### src/rtl/pc_fetch_unit.sv
// pc_fetch_unit: program-counter register and instruction-fetch sequencer.
// Holds the fetch PC, issues req/ack fetches to instruction memory and hands
// the returned words to decode through a two-entry buffer (output slot + skid).
// Optional build macro FETCH_ALIGN_CHECK_EN: when defined, a redirect to a
// target that is not word aligned raises fetch_err and parks the unit in IDLE;
// when undefined, the low two bits of the redirect target are cleared.
module pc_fetch_unit #(
    parameter logic [31:0] RESET_PC = 32'h0000_0000,
    parameter int unsigned MAX_WAIT = 15
) (
    input  logic        clk,
    input  logic        reset,
    input  logic        stall,
    input  logic        redirect,
    input  logic [31:0] redirect_pc,
    output logic        imem_req,
    output logic [31:0] imem_addr,
    input  logic        imem_ack,
    input  logic [31:0] imem_rdata,
    output logic        instr_valid,
    input  logic        instr_ready,
    output logic [31:0] instr_out,
    output logic [31:0] instr_pc,
    output logic [31:0] pc_out,
    output logic        fetch_err
);

    // Wait counter is at least 4 bits wide, wider if MAX_WAIT needs it.
    localparam int unsigned CNT_W = ($clog2(MAX_WAIT + 1) > 4) ? $clog2(MAX_WAIT + 1) : 4;
    localparam logic [CNT_W-1:0] WAIT_LIMIT = CNT_W'(MAX_WAIT);
    localparam logic [CNT_W-1:0] CNT_ZERO   = {CNT_W{1'b0}};
    localparam logic [CNT_W-1:0] CNT_ONE    = CNT_W'(1);

    localparam logic [1:0] ST_IDLE  = 2'd0;
    localparam logic [1:0] ST_FETCH = 2'd1;
    localparam logic [1:0] ST_HOLD  = 2'd2;

    logic [1:0]       state_r,      state_nxt_s;
    logic [31:0]      pc_r,         pc_nxt_s;
    logic             slot_valid_r, slot_valid_nxt_s;
    logic [31:0]      slot_data_r,  slot_data_nxt_s;
    logic [31:0]      slot_pc_r,    slot_pc_nxt_s;
    logic [31:0]      skid_data_r,  skid_data_nxt_s;
    logic [31:0]      skid_pc_r,    skid_pc_nxt_s;
    logic [CNT_W-1:0] cnt_r,        cnt_nxt_s;
    logic             err_r,        err_nxt_s;

    logic             imem_req_s;
    logic             fire_s;
    logic             drain_s;
    logic [CNT_W-1:0] cnt_inc_s;
    logic [31:0]      redir_pc_s;
    logic             misalign_s;

`ifdef FETCH_ALIGN_CHECK_EN
    assign redir_pc_s = redirect_pc;
    assign misalign_s = |redirect_pc[1:0];
`else
    assign redir_pc_s = redirect_pc & 32'hFFFF_FFFC;
    assign misalign_s = 1'b0;
`endif

    // Request is only raised while fetching and not stalled; memory sees the PC directly.
    assign imem_req_s = (state_r == ST_FETCH) && !stall;
    assign fire_s     = imem_req_s && imem_ack;
    assign drain_s    = slot_valid_r && instr_ready;
    assign cnt_inc_s  = cnt_r + CNT_ONE;

    assign imem_req    = imem_req_s;
    assign imem_addr   = pc_r;
    assign pc_out      = pc_r;
    assign instr_valid = slot_valid_r;
    assign instr_out   = slot_data_r;
    assign instr_pc    = slot_pc_r;
    assign fetch_err   = err_r;

    // Next-state logic: redirect first, then per-state fetch/buffer sequencing.
    always_comb begin
        state_nxt_s      = state_r;
        pc_nxt_s         = pc_r;
        slot_valid_nxt_s = slot_valid_r;
        slot_data_nxt_s  = slot_data_r;
        slot_pc_nxt_s    = slot_pc_r;
        skid_data_nxt_s  = skid_data_r;
        skid_pc_nxt_s    = skid_pc_r;
        cnt_nxt_s        = cnt_r;
        err_nxt_s        = err_r;
        if (redirect) begin
            pc_nxt_s         = redir_pc_s;
            slot_valid_nxt_s = 1'b0;
            cnt_nxt_s        = CNT_ZERO;
            if (misalign_s) begin
                err_nxt_s   = 1'b1;
                state_nxt_s = ST_IDLE;
            end else begin
                err_nxt_s   = 1'b0;
                state_nxt_s = stall ? ST_IDLE : ST_FETCH;
            end
        end else begin
            case (state_r)
                ST_IDLE: begin
                    if (drain_s) begin
                        slot_valid_nxt_s = 1'b0;
                    end else begin
                        slot_valid_nxt_s = slot_valid_r;
                    end
                    if (!stall && !err_r) begin
                        state_nxt_s = ST_FETCH;
                    end else begin
                        state_nxt_s = ST_IDLE;
                    end
                end
                ST_FETCH: begin
                    if (fire_s) begin
                        pc_nxt_s  = pc_r + 32'd4;
                        cnt_nxt_s = CNT_ZERO;
                        // Slot free or emptying this edge: word goes straight out, no bubble.
                        if (!slot_valid_r || instr_ready) begin
                            slot_valid_nxt_s = 1'b1;
                            slot_data_nxt_s  = imem_rdata;
                            slot_pc_nxt_s    = pc_r;
                            state_nxt_s      = ST_FETCH;
                        end else begin
                            skid_data_nxt_s = imem_rdata;
                            skid_pc_nxt_s   = pc_r;
                            state_nxt_s     = ST_HOLD;
                        end
                    end else begin
                        if (drain_s) begin
                            slot_valid_nxt_s = 1'b0;
                        end else begin
                            slot_valid_nxt_s = slot_valid_r;
                        end
                        if (imem_req_s) begin
                            cnt_nxt_s = cnt_inc_s;
                            if (cnt_inc_s == WAIT_LIMIT) begin
                                err_nxt_s   = 1'b1;
                                state_nxt_s = ST_IDLE;
                            end else begin
                                state_nxt_s = ST_FETCH;
                            end
                        end else begin
                            cnt_nxt_s = cnt_r;
                        end
                    end
                end
                ST_HOLD: begin
                    // Both entries full: wait for decode to take the slot, then shift skid in.
                    if (instr_ready) begin
                        slot_data_nxt_s = skid_data_r;
                        slot_pc_nxt_s   = skid_pc_r;
                        state_nxt_s     = stall ? ST_IDLE : ST_FETCH;
                    end else begin
                        state_nxt_s = ST_HOLD;
                    end
                end
                default: begin
                    slot_valid_nxt_s = 1'b0;
                    state_nxt_s      = ST_IDLE;
                end
            endcase
        end
    end

    // State and datapath registers with asynchronous active-low reset.
    always_ff @(posedge clk or negedge reset) begin
        if (!reset) begin
            state_r      <= ST_IDLE;
            pc_r         <= RESET_PC;
            slot_valid_r <= 1'b0;
            slot_data_r  <= 32'h0000_0000;
            slot_pc_r    <= 32'h0000_0000;
            skid_data_r  <= 32'h0000_0000;
            skid_pc_r    <= 32'h0000_0000;
            cnt_r        <= CNT_ZERO;
            err_r        <= 1'b0;
        end else begin
            state_r      <= state_nxt_s;
            pc_r         <= pc_nxt_s;
            slot_valid_r <= slot_valid_nxt_s;
            slot_data_r  <= slot_data_nxt_s;
            slot_pc_r    <= slot_pc_nxt_s;
            skid_data_r  <= skid_data_nxt_s;
            skid_pc_r    <= skid_pc_nxt_s;
            cnt_r        <= cnt_nxt_s;
            err_r        <= err_nxt_s;
        end
    end

endmodule
### config.mk
export PLATFORM = sky130hd
export DESIGN_NAME = pc_fetch_unit
export DESIGN_NICKNAME = d
export VERILOG_FILES = /design/src/rtl/pc_fetch_unit.sv
export SDC_FILE = /design/constraint.sdc
export NUM_CORES = 1
export LEC_CHECK = 0
export ABC_AREA = 1
export CORE_AREA = 2 2 152 154
export CTS_CLUSTER_DIAMETER = 150
export DETAILED_ROUTE_END_ITERATION = 8
export DIE_AREA = 0 0 154 156
export PLACE_DENSITY = 0.65
export SYNTH_ARGS = -nofsm -noshare
export SYNTH_HDL_FRONTEND = slang
export SYNTH_SLANG_ARGS = --single-unit
export TNS_END_PERCENT = 5
### constraint.sdc
create_clock -name clk -period 4.1 [get_ports clk]
set_input_delay 1.025 -clock clk [delete_from_list [all_inputs] [get_ports clk]]
set_output_delay 1.025 -clock clk [all_outputs]
set_load 0.1 [all_outputs]
# --- Word level (Yosys, flattened, before mapping) ---
# Cells that the tools add are included.
totals:
  regBits: 168
  in_bits: 70
  word_cells: 78
op_classes:
  n_mux: 34
  n_reduce_logical: 21
  n_bitwise: 2
  eq_ne: 10
  addsub: 2
ops:
  columns: ["cell", "count"]
  rows:
  - ["32-bit 2-to-1 mux", 9]
  - ["32-bit case mux with 2 select lines", 2]
  - ["32-bit by 3-bit adder with 32-bit output (second input constant)", 1]
  - ["4-bit 2-to-1 mux", 4]
  - ["1-bit 2-to-1 mux", 12]
  - ["2-bit 2-to-1 mux", 5]
  - ["2-bit nonzero test", 5]
  - ["2-bit inequality test (second input constant)", 4]
  - ["4-bit AND reduction", 2]
  - ["2-bit case mux with 3 select lines", 1]
  - ["2-bit AND reduction", 3]
  - ["5-bit AND reduction", 1]
  - ["4-bit by 1-bit adder with 4-bit output (second input constant)", 1]
  - ["4-bit equality test (second input constant)", 1]
  - ["1-bit logical AND", 4]
  - ["4-bit by 3-bit inequality test with 1-bit output (second input constant)", 1]
  - ["4-bit inequality test (second input constant)", 1]
  - ["1-bit zero test", 3]
  - ["1-bit case mux with 3 select lines", 1]
  - ["3-bit nonzero test", 1]
  - ["2-bit by 1-bit equality test with 1-bit output (second input constant)", 1]
  - ["2-bit equality test (second input constant)", 1]
  - ["2-bit zero test", 1]
  - ["2-bit by 1-bit inequality test with 1-bit output (second input constant)", 1]
  - ["other kinds (2)", 3]

# --- Depth between registers and ports, before layout ---
# Gate-level depths: netlist of run 1.
logic_depth:
  depth_word: 7
  depth_mapped: 11
  depth_no_buf: 10

# --- Worst setup path after synthesis of run 1 ---
# OpenSTA, ideal clock, no wires.
synth_timing:
  path_type: "reg-to-output"
  startpoint: "register pc_r[10], in the netlist imem_addr[10]"
  endpoint: "output pc_out[10]"
  arrival_time_ns: 1.434
  stages_incl_launch_ff: 2
  path_slack_ns: 1.641
  n_path_buf: 1
  path_cell_list: "dfrtp_1 buf_4"
synth_lines:
  columns: ["element", "line_no", "text"]
  rows:
  - ["start, declared", "39", "logic [31:0] pc_r, pc_nxt_s;"]
  - ["start signal, assigned", "179", "pc_r <= pc_nxt_s;"]
  - ["end, declared", "24", "output logic [31:0] pc_out,"]
# No word-level cell between the ends.

# --- Final worst setup path of run 1 ---
layout_timing:
  startpoint: "register pc_r[10], in the netlist imem_addr[10]"
  endpoint: "output imem_addr[10]"
layout_lines:
  columns: ["element", "line_no", "text"]
  rows:
  - ["end, declared", "17", "output logic [31:0] imem_addr,"]
# No word-level cell between the ends.

==> metrics, run 1 <==
actual slew at the worst max-slew pin=roughly 1.1 ns; vias per cell=4.79; Post-CTS Setup Inserts=0; CTS max path bufs=2; Tot GR Track Use=0.195; CTS tree=built; DRT iter0 DRCs=~330; dpl hpwl=15,500 um; fin util=0.492; Hold Path Class=register to register; Placer Congestion=approximately 0.84; Reg power frac=0.292; cts hold-fix bufs=0; initial antenna violation count=0; Antenna Cells=0; Avg Cell Area, Syn=7.74 sq um; # port buffers=~190; worst slack, placed=about 0.8 ns; CP cell instances=clkdlybuf4s50_1; vias in the first global route=approximately 7,000; Setup crit end kind=primary output; first-pass GRT wire length=37,200 um; crit share post-route=0.789; Worst EP arrival=2.21 ns; Switching Fraction=0.503; CTS Root Cell=clkbuf_16; CP required=between 3 and 4 ns; endpoints failing setup=0; post-synth top area share=0.473; total number of H-tree levels=4; CTS sink cnt=162; Slew Limit Fails=0; clk_lat worst skew=approximately 0.42 ns; Ports=between 200 and 250; cells after synthesis=roughly 1,100; status=finished, final reports clean; max capacitance violation total=0; CTS clk-pin slew, worst paths=about 0.070 ns; fin nets=roughly 1,300; Worst Skew=slightly below 0.008 ns; die width=between 150 and 200 um; fraction of layout cells with a size suffix above 1=0.0788; CP bufs+invs=1; total gr overflow=0; area used by multi-input combinational logic=roughly 3600 sq um; final hold violations=0; antenna-violating nets left=0; Critical Path Slowest Stage Cell=clkdlybuf4s50_1; #FFs+latches synth=between 150 and 200; CTS buffer count=17; max_slew headroom=0.268; initial core utilization=0.383; Die ar.=approximately 24,000 sq um; number of fill cells=between 2,000 and 2,500; Die Y-Extent=156 um; Comb power frac=0.483; Leak Pwr=0.00528 uW; sequential fraction of the synthesis area=0.473; kind of critical path=register to primary output; Synth area leaders=dfrtp_1 (47%), nand2_1 (16%), o21ai_0 (5.5%), nor2_1 (4.5%), o21ai_2 (4.2%); Largest delay share family, worst path=buffers and inverters; row count=55; Fmax=309 MHz; Netlist cell types=34; largest fanout on the critical path=8; Internal Pwr Total=3730 uW; RSZ-0062 raised after global routing=no; Net Sw Power=3770 uW; Pwr per Cell Area=around 680 nW/um^2; WL/cell=14.7 um; largest net degree at the start of global routing=83; power share of the clock group=0.225; VDD IR max=0.000288 V; final worst setup slack=a little under 0.9 ns; FF/Latch Area=approximately 4100 sq um; startpoint types=register; Post-Syn Area=about 8600 sq um; Yosys top cell by area=dfrtp_1; Syn. warnings=0; DRC viols=0; final worst path period need=around 3.2 ns; # resized after CTS=0; CP max stage delay=about 1.2 ns; Area growth syn-to-layout=28.3%; Post-Route Setup TNS=0 ns; total number of vias=7,392; final wirelength=22,700 um; CORE AREA=about 22,000 sq um; DR pass1 iterations=7
[final cells by class]
class | instances | share of cell area
multi-input combinational | 767 | 0.327
tap | 285 | 0.0324
inverter | 95 | 0.0327
clock inverter | 13 | 0.0158
timing repair buffer | 201 | 0.183
sequential | 162 | 0.369
clock buffer | 19 | 0.0412
[power by group through the flow]
stage                     logic (uW)  registers (uW)  clock network, uW
final                           3620            2190               1690
after global routing            3780            2250               1810
after CTS                       3640            2200               1730
after detailed placement        3630            2230                  0
after global placement          3610            2220                  0
after floorplan                  882            4100                  0
[Yosys cell counts]
cell	n
a21oi_1	45
a31oi_1	3
buf_1	7
buf_2	7
buf_4	38
buf_6	14
clkbuf_1	21
clkbuf_2	1
conb_1	1
dfrtp_1	162
ha_1	3
inv_1	91
inv_2	3
inv_4	1
nand2_1	370
nand2_2	1
nand2_4	2
nand2_8	1
nand3_1	42
nand3b_1	1
nand3b_4	1
nand4_1	4
nor2_1	103
nor2_8	4
nor3_1	1
o2111ai_1	1
o211ai_1	4
o21ai_0	95
o21ai_1	27
o21ai_2	41
o22ai_1	1
o31ai_1	1
xnor2_1	2
xor2_1	8
[cells by family (layout without fill, tap and decap cells)]
kind of cell,after synthesis,after routing,synth area share
other,1,6,0.000438
adders and majority gates,3,3,0.00438
xor gates and xnor gates,10,10,0.0102
AOI/OAI and AO/OA,218,218,0.148
and+or+nand+nor,530,530,0.254
buffers and inverters,183,328,0.111
DFF,162,162,0.473
[cell usage in the layout (no fill, tap or decap), drive strengths merged, types with 2 or more instances in the layout]
cell	instances
clkdlybuf4s50	188
nor2	107
nand3	42
o21ai	163
a31oi	3
buf	13
conb	6
nand2	374
clkinvlp	2
nand4	4
nand3b	2
xor2	8
inv	99
dfrtp	162
xnor2	2
clkinv	4
o211ai	4
bufinv	3
a21oi	45
clkbuf	19
ha	3
[sequential cells by signal (all words and copies together), names as in the netlist]
name,count
fetch_err,1
state_r,2
instr_pc,30
cnt_r,4
instr_valid,1
skid_pc_r,30
instr_out,32
imem_addr,30
skid_data_r,32
[worst register-to-register path: cells and delay by family (launching register included)]
kind / cells / cell delay (ns)
and+or+nand+nor: 6 / 1.01
buffers and inverters: 3 / 0.57
DFF: 1 / 0.43
AOI/OAI and AO/OA: 1 / 0.07
[worst paths after layout]
| kind | endpoint | depth (start not counted) | slack, ns | startpoint |
|---|---|---|---|---|
| worst max-delay path | imem_addr[10] | 1 | 0.87 | imem_addr[10]$_DFFE_PN0P_ |
| worst min-delay path | instr_out[6]$_DFFE_PN0P_ | 2 | 0.48 | instr_out[6]$_DFFE_PN0P_ |
| worst max register to register | skid_pc_r[30]$_DFFE_PN0P_ | 10 | 1.88 | state_r[1]$_DFFE_PN0P_ |
| worst min register to register | instr_out[6]$_DFFE_PN0P_ | 2 | 0.48 | instr_out[6]$_DFFE_PN0P_ |
| max in group asynchronous | instr_valid$_DFFE_PN0P_ | 2 | 2.64 | reset |
| min in group asynchronous | instr_out[26]$_DFFE_PN0P_ | 1 | 0.64 | reset |
[metrics by stage]
| step | cell area [sq um] | instances | hold WS, ns | power [uW] |
|---|---|---|---|---|
| finish | 11000 | 1542 | 0.477 | 7500 |
| global route | 11000 | 1542 | 0.499 | 7840 |
| CTS | 11000 | 1542 | 0.484 | 7570 |
| detailed placement | 10400 | 1510 | 0.468 | 5860 |
| global placement | 10400 | 1510 | 0.462 | 5830 |
| floorplan | 8590 | 1112 | 0.456 | 4990 |
[per-layer routing]
metal  global-route usage  wire length, um
met3               0.0397             1130
met4               0.0476              316
met5                    0                0
met1                0.268            10800
met2                0.316            10400
Power figures use the tool's default switching activity.
==> inputs of run 2 (changes only) <==
==> constraint.sdc (replaced) <==
create_clock -name clk -period 3 [get_ports clk]
set_input_delay 0.75 -clock clk [delete_from_list [all_inputs] [get_ports clk]]
set_output_delay 0.75 -clock clk [all_outputs]
set_load 0.1 [all_outputs]
==> run 2 against run 1 <==
Total power increased by 34%. Design area decreased by 2.6%. Cell count unchanged. Sequential power increased by 37%. Clock skew increased by 0.0039 ns. Die area unchanged. Sequential cell count unchanged. Non-clock buffer count unchanged. Critical path depth increased by 2. Clock-buffer cell count decreased by 1. Sequential share of layout area increased by 1.0 points. Critical path type is now input pin to primary output. Critical endpoint is now imem_req. Highest routed layer unchanged.
==> metrics, run 2 (synthesis results as in run 1) <==
die width=between 150 and 200 um; initial core utilization=0.383; Placement Cell Area=10,100 sq um; clk_lat worst skew=roughly 0.43 ns; status=finished, final reports clean; endpoints failing setup=0; WHS=0.266 ns; R2R setup slack=about 0.8 ns; antenna-violating nets left=0; Ports=about 200; crit share post-route=0.824; Setup crit end=imem_req; Reg power frac=0.300; cts hold-fix bufs=0; Net Sw Power=roughly 5200 uW; actual slew at the worst max-slew pin=roughly 1.0 ns; Placer Congestion=0.809; CTS buffer count=17; VDD IR max=around 0.00039 V; Switching Fraction=0.517; Critical Path Source=stall; final wirelength=approximately 23,000 um; Die Y-Extent=156 um; total number of H-tree levels=4; Pwr per Cell Area=937 nW/um^2; most frequent cells in the layout=nand2_1 (370), dfrtp_1 (162), buf_4 (129); CTS max path bufs=2; Internal Pwr Total=4850 uW; Setup crit end kind=primary output; DR pass1 iterations=7; CTS clk-pin slew, worst paths=~0.060 ns; power share of the clock group=0.221; Tot GR Track Use=0.193; Slew Limit Fails=0; vias per cell=a little under 5; final worst setup slack=0.528 ns; CTS sink cnt=162; CTS Root Cell=clkbuf_16; max_slew headroom=0.327; Worst Reg-to-Reg Cells=8; Leak Pwr=about 0.0054 uW; largest fanout on the critical path=5; Post-CTS Setup Inserts=0; total number of vias=around 7,400; startpoint types=input pin; CTS tree=built; kind of critical path=input pin to primary output; fin nets=roughly 1,300; r2r startpoint=imem_addr[3]$_DFFE_PN0P_; total gr overflow=0; fraction of layout cells with a size suffix above 1=0.177; Worst EP arrival=about 1.7 ns; first-pass GRT wire length=around 37,000 um; worst reg2reg path endpoint=imem_addr[12]$_DFFE_PN0P_; final worst path period need=2.47 ns; most common cell after layout, fill and taps aside=nand2_1; vias in the first global route=between 6,000 and 7,000; DRT iter0 DRCs=352; CP required=2.25 ns; largest net degree at the start of global routing=126; row count=55; DRC viols=0; Post-Route Setup TNS=0 ns; # resized after CTS=0; worst slack, placed=~0.12 ns; # port buffers=192; Worst Skew=0.0117 ns; max capacitance violation total=0; Area growth syn-to-layout=25.0%; Die ar.=between 20,000 and 25,000 sq um; WL/cell=roughly 15 um; CORE AREA=22,400 sq um; dpl hpwl=around 16,000 um; Antenna Cells=0; final hold violations=0; initial antenna violation count=0; Fmax=slightly above 400 MHz; Hold Path Class=input pin to asynchronous set/reset pin; Comb power frac=0.479; post-route cell area=10,700 sq um; RSZ-0062 raised after global routing=no; total power=about 10,000 uW
==> run 2: changes by cell type in the layout (fill, tap and decap cells not counted) <==
cell	delta
buf_12	+4
buf_4	+119
bufinv_16	-1
clkbuf_8	-1
clkdlybuf4s50_1	-123
clkinv_4	+1
clkinvlp_4	+2
inv_8	-1
==> run 2: worst min path at each step <==
stage / to / slack (ns) / depth (start not counted)
final: skid_data_r[25]$_DFFE_PN0P_ / 0.27 / 1
after global placement: instr_out[20]$_DFFE_PN0P_ / 0.46 / 2
after floorplan: cnt_r[0]$_DFFE_PN0P_ / 0.45 / 0
after global routing: skid_data_r[25]$_DFFE_PN0P_ / 0.31 / 1
after detailed placement: skid_data_r[30]$_DFFE_PN0P_ / 0.47 / 2
after CTS: skid_data_r[26]$_DFFE_PN0P_ / 0.28 / 1
==> run 2: layout make-up <==
cell class,count,area (sq um)
clock buffers,18,439
clock inverters,14,156
fillers,2200,11700
inverters,95,359
multi-input cells,767,3590
flip-flops and latches,162,4050
well taps,285,357
repair buffers,201,1750
==> run 2: stage by stage <==
stage / utilization / instances
2_1_floorplan: - / 1112
4_1_cts: 0.479 / 1542
6_report: 0.479 / 1542
5_1_grt: 0.479 / 1542
3_3_place_gp: 0.452 / 1510
3_5_place_dp: 0.452 / 1510
==> run 2: power groups by stage <==
stage,clock network (uW),registers (uW),logic (uW)
2_1_floorplan,0,5610,1200
3_3_place_gp,0,3040,4810
3_5_place_dp,0,3060,4840
4_1_cts,2280,3020,4840
5_1_grt,2380,3080,5020
6_report,2220,3010,4810
==> run 2: layer usage <==
layer / track usage / vias to the layer above / wire [um]
met5: 0 / - / 0
met4: 0.0507 / 0 / 244
met3: 0.0331 / 19 / 1140
met2: 0.307 / 214 / 10600
met1: 0.273 / 3436 / 10800
li1: - / 3746 / -
==> run 2: worst max-delay path, cell delays in order <==
cell and delay [ns]:
clkdlybuf4s50_1 0.53, nor2_8 0.24, buf_12 0.20
==> inputs of run 3 (changes only) <==
==> constraint.sdc (replaced) <==
create_clock -name clk -period 2.3 [get_ports clk]
set_input_delay 0.575 -clock clk [delete_from_list [all_inputs] [get_ports clk]]
set_output_delay 0.575 -clock clk [all_outputs]
set_load 0.1 [all_outputs]
==> run 3 against run 2 <==
Combinational power increased by 33%. Register-to-register slack got worse by 0.39 ns. Routed wire length decreased by 0.18%. Critical path type unchanged. Largest cell class unchanged. Largest power group unchanged.
==> metrics, run 3 (synthesis results as in run 1) <==
status=finished, final reports clean; clk_lat worst skew=approximately 0.42 ns; Fmax=approximately 450 MHz; vias in the first global route=~7,200; Tot GR Track Use=0.193; cts hold-fix bufs=0; CTS clk-pin slew, worst paths=0.07 ns; DRC viols=0; VDD IR max=~0.00046 V; CTS max path bufs=2; final worst path period need=~2.2 ns; Area growth syn-to-layout=28.3%; initial antenna violation count=0; Slew Limit Fails=0; Critical Path Source=stall; DR pass1 iterations=5; Post-CTS Setup Inserts=0; FF/Latch Area=4060 sq um; fin nets=between 1,000 and 1,500; Placer Congestion=0.936; Die Y-Extent=156 um; Die ar.=approximately 24,000 sq um; non-filler cells, final=between 1,500 and 2,000; Placement Cell Area=around 10,000 sq um; area used by multi-input combinational logic=approximately 3600 sq um; die width=154 um; post-route cell area=11,000 sq um; endpoints failing setup=0; Cell Count Post-Placement=roughly 1,500; kind of critical path=input pin to primary output; largest net degree at the start of global routing=between 100 and 150; # port buffers=around 190; CTS sink cnt=approximately 160; first-pass GRT wire length=~37,000 um; vias per cell=a little under 5; WL/cell=between 10 and 15 um; Hold Path Class=input pin to asynchronous set/reset pin; number of fill cells=between 2,000 and 2,500; total gr overflow=0; Worst Skew=0.00600 ns; Worst EP arrival=1.63 ns; most frequent cells in the layout=nand2_1 (370), dfrtp_1 (161), buf_4 (134); startpoint types=input pin; r2r startpoint=imem_addr[10]$_DFFE_PN0P_; CP required=around 1.7 ns; WHS=approximately 0.035 ns; CORE AREA=22,400 sq um; Ports=~200; Setup crit end=imem_req; CTS tree=built; dpl hpwl=about 16,000 um; fraction of layout cells with a size suffix above 1=0.188; most common cell after layout, fill and taps aside=nand2_1; Pwr per Cell Area=1190 nW/um^2; # resized after CTS=0; RSZ-0062 raised after global routing=no; initial core utilization=0.383; antenna-violating nets left=0; largest fanout on the critical path=4; Setup crit end kind=primary output; worst reg2reg path endpoint=imem_addr[29]$_DFFE_PN0P_; final wirelength=22,700 um; max capacitance violation total=0; Leak Pwr=around 0.0056 uW; total number of vias=between 7,000 and 8,000; R2R setup slack=approximately 0.41 ns; total number of H-tree levels=4; row count=55; crit share post-route=0.960; DRT iter0 DRCs=around 330; Worst Reg-to-Reg Cells=10; Post-Route Setup TNS=0 ns; CTS buffer count=17; Antenna Cells=0; CTS Root Cell=clkbuf_16; final hold violations=0
-- run 3: changes by cell type in the layout (fill, tap and decap cells not counted) --
cell,previous run,this run
dfrtp_1,162,161
clkinv_4,4,0
clkbuf_1,0,1
dfrtp_2,0,1
buf_12,6,19
inv_6,3,5
buf_4,129,134
clkbuf_8,1,0
clkinvlp_4,4,6
-- run 3: worst min path at each step --
stage,end,slack (ns),cells past startpoint
5_1_grt,instr_out[27]$_DFFE_PN0P_,0.04,1
6_report,skid_data_r[22]$_DFFE_PN0P_,0.03,1
3_5_place_dp,skid_data_r[19]$_DFFE_PN0P_,0.47,2
4_1_cts,instr_out[27]$_DFFE_PN0P_,0.03,1
2_1_floorplan,cnt_r[0]$_DFFE_PN0P_,0.28,0
3_3_place_gp,skid_data_r[20]$_DFFE_PN0P_,0.46,2
-- run 3: metrics by stage --
stage	power [uW]	setup WS, ns	utilization
final	13100	0.0923	0.492
after global routing	13700	0.0488	0.492
after CTS	13200	0.0818	0.492
after detailed placement	10400	0.0136	0.465
after global placement	10300	0.0600	0.465
after floorplan	8890	0.00167	-
-- run 3: layout make-up --
class | instances | area share
sequential | 162 | 0.369
inverter | 95 | 0.0327
clock buffer | 18 | 0.0390
clock inverter | 14 | 0.0140
timing repair buffer | 219 | 0.186
multi-input combinational | 767 | 0.327
tap | 285 | 0.0324
-- run 3: layer usage --
layer / GRT usage / part of all wire
met2: 0.318 / 0.47
met1: 0.263 / 0.46
met5: 0 / 0
met4: 0.0552 / 0.016
met3: 0.0336 / 0.051
-- run 3: report_power, final --
group          switching [uW]  total, uW  internal, uW
combinational            5120       6380          1260
sequential                414       3910          3490
clock                    1230       2840          1610
-- run 3: worst max-delay path, cell delays in order --
cell and delay, ns:
clkdlybuf4s50_1 0.54, nor2_8 0.19, buf_4 0.16, buf_12 0.17
